[src/rtl/ram_arbiter_pkg.sv]
// rtl/ram_arbiter_pkg.sv - shared state encoding and defaults for the RAM arbiter
`ifndef RAM_ARBITER_PKG_SV
`define RAM_ARBITER_PKG_SV
package ram_arbiter_pkg;

  typedef enum logic [1:0] {
    IDLE = 2'd0,
    CPU  = 2'd1,
    VID  = 2'd2
  } arb_state_t;

  localparam int MAX_WAIT_DEFAULT = 4;

  // State records which port owned the RAM in the cycle just completed.
  function automatic arb_state_t next_state(input logic g0, input logic g1);
    if (g0) return CPU;
    if (g1) return VID;
    return IDLE;
  endfunction

endpackage
`endif

[src/rtl/dff.sv]
// rtl/dff.sv - plain register with asynchronous active-low clear
module dff #(
  parameter int W = 1
) (
  input  logic         clk,
  input  logic         reset_n,
  input  logic [W-1:0] d,
  output logic [W-1:0] q
);

  always_ff @(posedge clk or negedge reset_n) begin
    if (!reset_n) q <= '0;
    else          q <= d;
  end

endmodule

[src/rtl/rr_wait_counter.sv]
// rtl/rr_wait_counter.sv - saturating 4-bit wait counter with clear and increment enables
module rr_wait_counter #(
  parameter logic [3:0] MAX = 4'd4
) (
  input  logic       clk,
  input  logic       reset_n,
  input  logic       clr,
  input  logic       inc,
  output logic [3:0] count
);

  always_ff @(posedge clk or negedge reset_n) begin
    if (!reset_n)                  count <= 4'd0;
    else if (clr)                  count <= 4'd0;
    else if (inc && count != MAX)  count <= count + 4'd1;
  end

endmodule

[src/rtl/ram_arbiter.sv]
// rtl/ram_arbiter.sv - two-port arbiter for a single-port RAM, CPU priority with scanout starvation guard
module ram_arbiter
  import ram_arbiter_pkg::*;
#(
  parameter int ADDR_W   = 14,
  parameter int DATA_W   = 16,
  parameter int MAX_WAIT = MAX_WAIT_DEFAULT
) (
  input  logic              clk,
  input  logic              reset_n,
  input  logic              req0,
  input  logic              req1,
  input  logic              we0,
  input  logic              we1,
  input  logic [ADDR_W-1:0] addr0,
  input  logic [ADDR_W-1:0] addr1,
  input  logic [DATA_W-1:0] wdata0,
  input  logic [DATA_W-1:0] wdata1,
  output logic              gnt0,
  output logic              gnt1,
  output logic              rvalid0,
  output logic              rvalid1,
  output logic [DATA_W-1:0] rdata,
  output logic [ADDR_W-1:0] ram_addr,
  output logic              ram_we,
  output logic [DATA_W-1:0] ram_wdata,
  input  logic [DATA_W-1:0] ram_rdata
);

  localparam logic [3:0] MAX_W = 4'(MAX_WAIT);

  arb_state_t        state_q;
  logic [3:0]        wait_cnt;
  logic              force1;
  logic [ADDR_W-1:0] addr_q;

  // Grants are masked by reset so nothing reaches the RAM while held in reset.
  always_comb begin
    force1 = req1 && (wait_cnt == MAX_W);
    gnt1   = reset_n && req1 && (force1 || !req0);
    gnt0   = reset_n && req0 && !gnt1;
  end

  rr_wait_counter #(.MAX(MAX_W)) u_wait (
    .clk     (clk),
    .reset_n (reset_n),
    .clr     (gnt1 || !req1),
    .inc     (req1 && !gnt1),
    .count   (wait_cnt)
  );

  always_comb begin
    ram_we    = 1'b0;
    ram_addr  = addr_q;
    ram_wdata = wdata0;
    if (gnt0) begin
      ram_we    = we0;
      ram_addr  = addr0;
      ram_wdata = wdata0;
    end else if (gnt1) begin
      ram_we    = we1;
      ram_addr  = addr1;
      ram_wdata = wdata1;
    end
  end

  always_ff @(posedge clk or negedge reset_n) begin
    if (!reset_n) begin
      state_q <= IDLE;
      addr_q  <= '0;
    end else begin
      state_q <= next_state(gnt0, gnt1);
      addr_q  <= ram_addr;
    end
  end

  dff #(.W(1)) u_rv0 (.clk(clk), .reset_n(reset_n), .d(gnt0 && !we0), .q(rvalid0));
  dff #(.W(1)) u_rv1 (.clk(clk), .reset_n(reset_n), .d(gnt1 && !we1), .q(rvalid1));

  // Shared read bus only passes RAM data for the port that owned last cycle's read.
  always_comb begin
    rdata = '0;
    if ((rvalid0 && state_q == CPU) || (rvalid1 && state_q == VID))
      rdata = ram_rdata;
  end

endmodule

[config.mk]
export PLATFORM = sky130hd
export DESIGN_NAME = ram_arbiter
export DESIGN_NICKNAME = d
export VERILOG_FILES = /design/src/rtl/ram_arbiter_pkg.sv /design/src/rtl/dff.sv /design/src/rtl/rr_wait_counter.sv /design/src/rtl/ram_arbiter.sv
export SDC_FILE = /design/constraint.sdc
export NUM_CORES = 1
export LEC_CHECK = 0
export ABC_AREA = 1
export CAP_MARGIN = 25
export CORE_MARGIN = 2
export CORE_UTILIZATION = 32
export CTS_CLUSTER_SIZE = 25
export DETAILED_ROUTE_END_ITERATION = 6
export PLACE_DENSITY_LB_ADDON = 0.08
export REMOVE_ABC_BUFFERS = 1
export SKIP_CTS_REPAIR_TIMING = 1
export SLEW_MARGIN = 20
export SYNTH_ARGS = -nofsm -noshare
export SYNTH_HDL_FRONTEND = slang
export SYNTH_SLANG_ARGS = --single-unit
[constraint.sdc]
create_clock -name clk -period 2.13 [get_ports clk]
set_clock_uncertainty 0.15 [all_clocks]
set_input_delay 0.213 -clock clk [delete_from_list [all_inputs] [get_ports clk]]
set_output_delay 0.213 -clock clk [all_outputs]
set_load 0.05 [all_outputs]
======== Word level (Yosys, flattened, before mapping) ========
Index checks and enable logic that the tools add are counted.
cells by class
  reductions and logical operators ........ 20
  equal/unequal tests ..................... 4
  $add $sub $neg .......................... 1
  mux-type cells .......................... 16
operator list
  kind                                                                     number
  16-bit two-way mux                                                       3
  14-bit two-way mux                                                       2
  1-bit logical AND                                                        11
  2-bit two-way mux                                                        4
  4-bit two-way mux                                                        2
  1-bit zero test                                                          5
  1-bit two-way mux                                                        5
  4-bit by 1-bit adder with 4-bit output, second input constant            1
  4-bit by 3-bit == test with 1-bit output, second input constant          1
  4-bit by 3-bit inequality test with 1-bit output, second input constant  1
  1-bit logical OR                                                         3
  2-bit by 1-bit == test with 1-bit output, second input constant          1
  2-bit == test, second input constant                                     1
  2-bit nonzero test                                                       1
word-level totals
  flip-flop bits (word level) ............. 22
  input port bits ......................... 82
  output and inout bits ................... 51
  logic and storage cells ................. 46

======== Longest topological paths before layout ========
Gate-level depths: netlist of the first run.
  word-level depth ........................ 10
  gate-level depth with buffers ........... 9
  mapped depth without buffers ............ 8

======== Cells and area by module ========
Synthesis of the first run repeated with hierarchy kept, for this count alone.
second synthesis, totals
  cell total of the unflattened synthesis .. 260
  area, all modules ....................... 1,650.3 µm²
modules (own cells, without submodules)
  module           times used  cells each  seq. area each (µm²)  area an instance (µm²)
  ram_arbiter      1           229         400.4                 1,358.8
  rr_wait_counter  1           29          100.1                 241.5
  dff              2           1           25.0                  25.0

======== Worst setup path after synthesis of the first run ========
OpenSTA, ideal clock, no wires.
  kind .................................... register to output
  start ................................... register u_wait.count[0]
  end ..................................... output gnt0
  path slack .............................. -0.066 ns
  buffers on the path ..................... 1
  arrival ................................. 1.833 ns
  data required time ...................... 1.767 ns
  stages on the path, launching flop included .. 7
  cells stage by stage .................... dfrtp_1 > inv_1 > ha_1 > nand3_4 > a21oi_1 > buf_2 > nor2_1
on the way
  longest elaborated chain between the ends .. 6
RTL lines
  item                                      RTL line               text
  from (decl)                               rr_wait_counter.sv:9   output logic [3:0] count
  from (signal assigned)                    rr_wait_counter.sv:15  else if (inc && count != MAX) count <= count + 4'd1;
  4-bit by 3-bit == test with 1-bit output  ram_arbiter.sv:39      force1 = req1 && (wait_cnt == MAX_W);
  1-bit logical AND                         ram_arbiter.sv:39
  1-bit logical OR                          ram_arbiter.sv:40      gnt1 = reset_n && req1 && (force1 || !req0);
  1-bit logical AND                         ram_arbiter.sv:40
  named net gnt1                            ram_arbiter.sv:20      output logic gnt1,
  1-bit zero test                           ram_arbiter.sv:41      gnt0 = reset_n && req0 && !gnt1;
  1-bit logical AND                         ram_arbiter.sv:41
  to (decl)                                 ram_arbiter.sv:19      output logic gnt0,
The timed path passes the listed nets, and every way through them passes these cells.

======== Worst setup path in the final report of the first run ========
  start ................................... register u_wait.count[0]
  end ..................................... output ram_addr[3]
on the way
  longest elaborated chain between the ends .. 7
  elaborated cells between the ends (all ways) .. 8
  classes of those cells .................. eq/ne: 1; mux: 2; reduce/logical: 5
RTL lines
  item                                        RTL line           text
  4-bit by 3-bit == test with 1-bit output *  ram_arbiter.sv:39
  1-bit logical AND *                         ram_arbiter.sv:39
  1-bit logical OR *                          ram_arbiter.sv:40
  1-bit logical AND *                         ram_arbiter.sv:40
  1-bit zero test                             ram_arbiter.sv:41
  1-bit logical AND                           ram_arbiter.sv:41
  14-bit two-way mux *                        ram_arbiter.sv:56  if (gnt0) begin
  to (decl)                                   ram_arbiter.sv:24  output logic [ADDR_W-1:0] ram_addr,
Every way passes the cells marked *; elsewhere a longest branch is shown, timed or not.

==> results of run 1 <==
## flip-flops by register name (all words and copies together) (netlist names)
name          flops
state_q           2
u_rv0.q           1
u_wait.count      4
u_rv1.q           1
addr_q           14
## cell families (layout without fill, tap and decap cells)
group,count (synthesis),after routing,share of synthesized area [%]
compound gates,3,3,0.965
xor+xnor,1,1,0.563
fa+ha+maj,2,2,1.61
buf+inv,50,193,14.5
flops,22,22,35.4
simple gates,175,175,47.0
## power by group through the flow
stage / sequential (mW) / combinational [mW] / clock, mW
finish: 0.496 / 1.12 / 0.292
global route: 0.503 / 1.19 / 0.324
CTS: 0.496 / 1.05 / 0.303
detailed placement: 0.504 / 1.04 / 0
global placement: 0.501 / 1.03 / 0
floorplan: 0.503 / 0.468 / 0
## per-layer routing
layer / vias to the layer above / part of all wire (%) / GRT usage [%]
met4: 0 / 1.0 / 4.65
met5: - / 0 / 0
met1: 918 / 38 / 21.2
met3: 6 / 7.1 / 6.17
met2: 70 / 54 / 34.3
li1: 1048 / - / -
## critical path: stages, from the launching register on
cell,delay (ns)
dfrtp_2,0.44
inv_2,0.08
ha_4,0.14
nand3_4,0.13
nand2_4,0.12
nand2_4,0.08
buf_12,0.16
nand2_1,0.09
nand2_2,0.05
nand2_2,0.08
buf_12,0.14
## cell type report
cell class	count	area (µm²)	area share, %
Multi-Input combinational cell	181	913	26.0
Tap cell	54	67.6	1.92
Inverter	38	143	4.06
Timing Repair Buffer	151	1790	50.8
Clock buffer	4	55.1	1.57
Sequential cell	22	552	15.7
## worst min path at each step
stage                    startpoint              end
detailed placement  u_wait.count[3]  u_wait.count[3]
global placement    u_wait.count[3]  u_wait.count[3]
global route                reset_n        addr_q[2]
finish                      reset_n        addr_q[2]
floorplan                   reset_n        addr_q[0]
CTS                         reset_n        addr_q[2]
## synth_stat cells (all sizes together)
cell,n
clkbuf,2
nand3,32
buf,10
xnor2,1
nand2,115
inv,38
o21ai,1
and2,1
ha,2
a21oi,2
nand4,2
and3,1
dfrtp,22
nor2,23
nor3,1
==> impl_metrics.ini, run 1 <==
[run_status]
status = finished, violations left
violations = negative setup slack

[placed_design]
io_buffers = 132
hpwlAfterDp_um = 4310
place_ws_ns = 0.160
dpl_cell_area_um2 = 3230
place_inst = 438
gp_congestion = 0.780

[worst_setup_path]
critPathCapture = ram_addr[3]
startpoint = u_wait.count[0]
rr_startpoint = u_wait.count[0]
rrSetupSlack_ns = 0.52
timing.rr.end = addr_q[3]
cp-start-kind = flip-flop
worst-path-max-fanout = 17
arrival_ns = 1.78
reg2reg_depth = 8
cp.required_ns = 1.77
crit_path_end_kind = primary output
critPathKind = flip-flop to primary output

[finish]
final_core_util_pct = 75.0
final_area_um2 = 3520
final_cell_mix = clkdlybuf4s50_1 (83), nand2_1 (73), nand2_2 (40)
fill_cells = 376
nNetsFinal = 481
n_antenna_cell = 0
drive_gt1_share_pct = 30.6
final_common_cell = clkdlybuf4s50_1
layoutNonFillerInstCount = 450
syn2layout_area_growth_pct = 126

[power]
intPower_mw = 1.19
power.share.clock_pct = 15.3
peakVddDrop_mv = 0.418
p_switching_mw = 0.725
power.density_nw_per_um2 = 543
swShare_pct = 37.9
combPwrFrac_pct = 58.8
total_power_mw = 1.91
seqPwrFrac_pct = 26.0
p_leak_nw = 1.82

[synthesis]
netlist_instances = 253
synth_area_per_cell_um2 = 6.15
ys_top_cells_by_area = dfrtp_1 (35%), nand2_1 (27%), nand3_1 (10%)
synth_top_area_share_pct = 35.4
yosysWarnings = 0
syn-cell-area_um2 = 1560
ys_ff_latch = 22
synth_seq_area_share_pct = 35.4
yosysUniqueCellTypes = 19
synth_top_cell_by_area = dfrtp_1

[floorplan]
initial_utilization_pct = 33.1
io_pins = 133
num_rows = 25
die-area_um2 = 5430
die_width_um = 73.7
fp.dieH_um = 73.7
coreArea_um2 = 4690

[clocking]
clock_latency_ns = 0.25
cts_root_buffer = clkbuf_8
clockBufferDepth = 2
clkTransAtPathRegs_ns = 0.08
clock_sinks = 22
cts_inserted_buffers = 3
htree_levels = 1
cts_tree = yes

[timing]
finalWorstSetupSlack_ns = -0.00874
worst_hold_slack_ns = 0.244
tightest_slew_ns = 0.509
max_freq_mhz = 468
grt_setup_unrepaired = yes
maxSlewHeadroom_pct = 66.0
finalSetupViolations = 1
hold_viol = 0
drv_slew = 0
tns_ns = -0.00874
min_period_ns = 2.14
min_period_over_period_pct = 100

[routing]
first_pass_iters = 4
via_count = 2042
drc = 0
drtIter0Drc = 41
routedWlPerCell_um = 12.6
antenna_left = 0
drt_wl_total_um = 5670
vias_per_cell = 4.54

[global_route]
grt_overflow = 0
grt_max_degree = 34
antenna_found_initial = 0
grt_pass1_wl_um = 8110
grt_pass1_vias = 1842
groute.usage.overall_pct = 18.9

[hold_path]
hold_path.class = input port to asynchronous set/reset pin

[flow_run]
max-cap-violations = 0
Note: power is estimated with default switching activity, not from simulation.
==> run 2, diff against run 1 <==
ABC_AREA = not set   (was 1)
CORE_MARGIN = 10   (was 2)
CORE_UTILIZATION = 30   (was 32)
CTS_CLUSTER_SIZE = 8   (was 25)
==> run 2 against run 1 <==
Compared with the run above: the run still ends with negative setup slack left; flip-flop and latch count unchanged; register-to-register slack worse by 0.16 ns; synthesized cell count shrank 55%; non-clock buffer count decreased by 2; first-iteration DRC count fell by 44%.
==> impl_metrics.ini, run 2 <==
[run_status]
status = finished, violations left
violations = negative setup slack

[timing]
maxSlewHeadroom_pct = 65.4
drv_slew = 0
max_freq_mhz = 447
worst_hold_slack_ns = 0.246
finalWorstSetupSlack_ns = -0.105
min_period_over_period_pct = 105
hold_viol = 0
tightest_slew_ns = 0.517
tns_ns = -2.54
min_period_ns = 2.24
finalSetupViolations = 32
grt_setup_unrepaired = yes

[synthesis]
yosysUniqueCellTypes = 24
synth_common_cells = mux2_2 (43), dfrtp_1 (22), and2_1 (16)
synth_top_cell_by_area = dfrtp_1
synth-edff-count = 0
syn-cell-area_um2 = 1390
synthFlopType = dfrtp_1
synth_seq_area_share_pct = 39.5
ys_top_cells_by_area = dfrtp_1 (39%), mux2_2 (35%), and2_1 (7.2%)
yosysWarnings = 0
netlist_instances = 115
synth_area_per_cell_um2 = 12.1
ys_ff_latch = 22
synth_top_area_share_pct = 39.5
synthArstFlopShare_pct = 100
synth_most_common_cell = mux2_2

[finish]
final_cell_mix = clkdlybuf4s50_1 (83), mux2_4 (24), buf_8 (24)
largest_reg_flops = 14
drive_gt1_share_pct = 46.4
n_antenna_cell = 0
final_core_util_pct = 77.4
nNetsFinal = 347
largest-register = addr_q
multi_input_area_um2 = 898
layoutNonFillerInstCount = 313
syn2layout_area_growth_pct = 145
fill_cells = 273
regArea_um2 = 551
final_common_cell = clkdlybuf4s50_1
reg_top3 = addr_q: 14 flops, u_wait.count: 4 flops, state_q: 2 flops

[clocking]
cts_inserted_buffers = 3
cts_root_buffer = clkbuf_8
cts_tree = yes
htree_levels = 1
clock_latency_ns = 0.25
clkTransAtPathRegs_ns = 0.07
clockBufferDepth = 2
clock_sinks = 22

[floorplan]
fp.dieH_um = 88.2
initial_utilization_pct = 31.6
coreArea_um2 = 4410
die-area_um2 = 7770
die_width_um = 88.2
io_pins = 133
num_rows = 24

[routing]
antenna_left = 0
drt_wl_total_um = 6130
drc = 0
routedWlPerCell_um = 19.6
vias_per_cell = 4.65
drtIter0Drc = 23
via_count = 1454
first_pass_iters = 4

[global_route]
groute.usage.overall_pct = 12.9
grt_pass1_vias = 1482
antenna_found_initial = 0
grt_overflow = 0
grt_max_degree = 26
grt_pass1_wl_um = 7960

[power]
seqPwrFrac_pct = 27.7
p_switching_mw = 0.642
combPwrFrac_pct = 58.4
swShare_pct = 35.9
power.density_nw_per_um2 = 524
power.share.clock_pct = 13.9
p_leak_nw = 1.50
intPower_mw = 1.15
peakVddDrop_mv = 0.467

[flow_run]
max-cap-violations = 0

[worst_setup_path]
cp_slowest_cell = dfrtp_1
worstPathCellList = inv_2, ha_4, nand3b_4, a21oi_4, buf_12, buf_6, mux2_2, buf_6
rrSetupSlack_ns = 0.36
timing.rr.end = u_wait.count[3]
cpPeakStageDelay_ns = 0.39
critPathTopFamily = buffers and inverters
rr_startpoint = u_wait.count[0]
cp.required_ns = 1.77
worst-path-max-fanout = 6
path_common_cell = buf_6
arrival_ns = 1.87
crit_buf_inv = 4
reg2reg_depth = 10
crit_path_end_kind = primary output
critPathKind = flip-flop to primary output
cp-start-kind = flip-flop

[placed_design]
place_inst = 304
io_buffers = 132
hpwlAfterDp_um = 4680
gp_congestion = 0.674

[hold_path]
hold_path.class = input port to asynchronous set/reset pin
## run 2: cell count changes after synthesis, moves of 3 or more
| cell | previous run | this run |
|---|---|---|
| nor2_1 | 23 | 2 |
| nand3_1 | 31 | 1 |
| nor3_1 | 1 | 4 |
| inv_1 | 38 | 3 |
| mux2_2 | 0 | 43 |
| nand2_1 | 113 | 2 |
| and2_1 | 1 | 16 |
| buf_2 | 6 | 0 |
## run 2: worst max-delay path by stage
stage / startpoint / depth (start not counted) / to
2_1_floorplan: u_wait.count[0] / 5 / state_q[0]
3_3_place_gp: req0 / 6 / ram_addr[9]
3_5_place_dp: req0 / 6 / ram_addr[4]
4_1_cts: u_wait.count[0] / 7 / ram_addr[12]
5_1_grt: u_wait.count[0] / 8 / ram_wdata[14]
6_report: u_wait.count[1] / 8 / ram_wdata[15]
## run 2: power groups by stage
| stage | Combinational [mW] | Clock [mW] | Sequential [mW] |
|---|---|---|---|
| final | 1.04 | 0.249 | 0.496 |
| after global routing | 1.10 | 0.279 | 0.502 |
| after CTS | 0.848 | 0.257 | 0.494 |
| after detailed placement | 0.845 | 0 | 0.502 |
| after global placement | 0.838 | 0 | 0.501 |
| after floorplan | 0.479 | 0 | 0.507 |
## run 2: layout make-up
cell class,instances,share of cell area [%]
Clock buffer,3,1.21
Tap cell,52,1.90
Timing Repair Buffer,149,54.1
Inverter,3,0.330
Sequential cell,22,16.1
Multi-Input combinational cell,84,26.3
## run 2: worst register-to-register path: stages, from the launching register on
cell       delay, ns
dfrtp_1         0.36
inv_2           0.05
ha_4            0.16
nand3b_4        0.08
a21oi_4         0.06
buf_12          0.14
clkbuf_16       0.17
buf_8           0.13
buf_6           0.11
buf_4           0.12
nor3_1          0.16
## run 2: cell families (layout without fill, tap and decap cells)
group	Yosys count	in the layout	share of synthesized area, %
compound gates	3	3	1.53
xor+xnor	2	2	1.26
fa+ha+maj	2	2	1.80
buf+inv	9	155	4.76
flops	22	22	39.5
mux	47	47	37.8
simple gates	30	30	13.4
## run 2: stage by stage
stage / setup WS (ns) / instance area [µm²] / power [mW]
after floorplan: -1.25 / 1340 / 0.986
after global placement: -0.0249 / 2940 / 1.34
after detailed placement: -0.0329 / 2940 / 1.35
after CTS: -0.240 / 2980 / 1.60
after global routing: -0.164 / 3420 / 1.88
final: -0.105 / 3420 / 1.79
## run 2: layer usage
metal	up-vias	GRT usage [%]	routed length, µm
met4	0	1.71	40
met1	689	13.1	2210
li1	695	-	-
met5	-	0	0
met2	64	24.4	3290
met3	6	5.57	582
==> run 3, diff against run 2 <==
PLACE_DENSITY = 0.83   (was not set)
PLACE_DENSITY_LB_ADDON = not set   (was 0.08)
==> run 3 against run 2 <==
Compared with the run above: the run still ends with negative setup slack left; first-iteration DRC count increased by 100%; register-to-register slack worse by 0.12 ns; worst setup slack got worse by 0.097 ns; critical endpoint is now ram_addr[1]; sequential share of layout area fell by 0.59 points; flip-flop and latch count unchanged; sequential power grew 0.8%; non-clock buffer count up 6; via count up 6.1%; critical path depth unchanged; combinational power increased by 7%; power rose by 12%; die area is the same.
==> impl_metrics.ini, run 3 (same netlist as run 2, synthesis figures left out) <==
[global_route]
grt_overflow = 0
grt_pass1_vias = 1718
antenna_found_initial = 0
grt_pass1_wl_um = 8780
grt_max_degree = 26
groute.usage.overall_pct = 14.4

[floorplan]
coreArea_um2 = 4410
initial_utilization_pct = 31.6
num_rows = 24
io_pins = 133
die-area_um2 = 7770
fp.dieH_um = 88.2
die_width_um = 88.2

[clocking]
cts_inserted_buffers = 3
clock_sinks = 22
clock_latency_ns = 0.27
htree_levels = 1
cts_tree = yes
clockBufferDepth = 2
cts_root_buffer = clkbuf_8
clkTransAtPathRegs_ns = 0.09

[worst_setup_path]
cp-start-kind = flip-flop
worst-path-max-fanout = 7
worstPathCellList = inv_2, ha_4, nand3b_4, a21oi_4, buf_12, clkbuf_16, mux2_4, buf_8
crit_path_end_kind = primary output
cp.required_ns = 1.77
cpPeakStageDelay_ns = 0.42
cp_slowest_cell = dfrtp_1
critPathKind = flip-flop to primary output
arrival_ns = 1.97

[finish]
layoutNonFillerInstCount = 320
reg_top3 = addr_q: 14 flops, u_wait.count: 4 flops, state_q: 2 flops
final_common_cell = clkdlybuf4s50_1
largest_reg_flops = 14
syn2layout_area_growth_pct = 154
fill_cells = 232
largest-register = addr_q
final_cell_mix = clkdlybuf4s50_1 (83), mux2_4 (31), buf_8 (28)
drive_gt1_share_pct = 48.1
n_antenna_cell = 0
final_area_um2 = 3540
nNetsFinal = 353

[timing]
min_period_ns = 2.33
drv_slew = 0
min_period_over_period_pct = 109
grt_setup_unrepaired = yes
worst_hold_slack_ns = 0.184
hold_viol = 0
tns_ns = -5.02
finalSetupViolations = 31
maxSlewHeadroom_pct = 65.9
max_freq_mhz = 429
tightest_slew_ns = 0.510
finalWorstSetupSlack_ns = -0.202

[placed_design]
hpwlAfterDp_um = 5090
io_buffers = 132
dpl_cell_area_um2 = 2960
place_inst = 307
place_ws_ns = -0.0384
gp_congestion = 0.703

[run_status]
status = finished, violations left
violations = negative setup slack

[routing]
vias_per_cell = 4.82
drt_wl_total_um = 7430
drtIter0Drc = 46
routedWlPerCell_um = 23.2
drc = 0
via_count = 1542
antenna_left = 0
first_pass_iters = 4

[power]
p_leak_nw = 1.58
peakVddDrop_mv = 0.430
power.density_nw_per_um2 = 567

[hold_path]
hold_path.class = input port to asynchronous set/reset pin

[flow_run]
max-cap-violations = 0
-- run 3: cell count changes in the layout (fill, tap and decap cells not counted), sizes merged --
cell / delta
clkbuf: +1
bufinv: +1
buf: +5
-- run 3: routing by layer --
metal	global-route usage [%]	vias to the layer above	routed length [µm]
li1	-	706	-
met1	13.3	723	2540
met2	23.7	109	3440
met3	13.0	4	1430
met4	2.57	0	27
met5	0	-	0
-- run 3: final timing paths --
kind                                      start     endpoint  slack, ns  cells past startpoint
worst max-delay path            u_wait.count[1]  ram_addr[1]      -0.20                      8
min in group clk                            we0      u_rv0.q       0.37                      2
max in group asynchronous               reset_n    addr_q[3]       1.41                      2
worst min-delay path                    reset_n   addr_q[12]       0.18                      2
worst max register to register  u_wait.count[1]   addr_q[13]       0.24                      8
worst min register to register        addr_q[7]    addr_q[7]       0.48                      2
-- run 3: power breakdown --
group	leakage [nW]	internal (mW)	total, mW	switching, mW
Combinational	1.27	0.575	1.11	0.534
Sequential	0.271	0.476	0.500	0.0237
Clock	0.0357	0.251	0.401	0.150
-- run 3: worst max-delay path: cells and delay by family, from the launching register on --
family	cells	cell delay [ns]
buffers and inverters	4	0.56
AO/OA/AOI/OAI	1	0.15
AND/OR/NAND/NOR	1	0.09
flip-flops	1	0.42
multiplexers	1	0.33
adder cells (fa/ha/maj)	1	0.14
-- run 3: stage by stage --
step	power, mW	utilization [%]
global placement	1.35	67.0
CTS	1.76	68.7
floorplan	0.986	-
detailed placement	1.36	67.1
global route	2.09	80.3
finish	2.01	80.3
-- run 3: final cells by class --
type / instances / area [µm²] / share of cell area [%]
multi-input combinational: 84 / 925 / 26.1
inverter: 3 / 11.3 / 0.318
timing repair buffer: 155 / 1920 / 54.2
sequential: 22 / 551 / 15.5
clock buffer: 3 / 41.3 / 1.16
clock inverter: 1 / 30.0 / 0.847
tap: 52 / 65.1 / 1.84
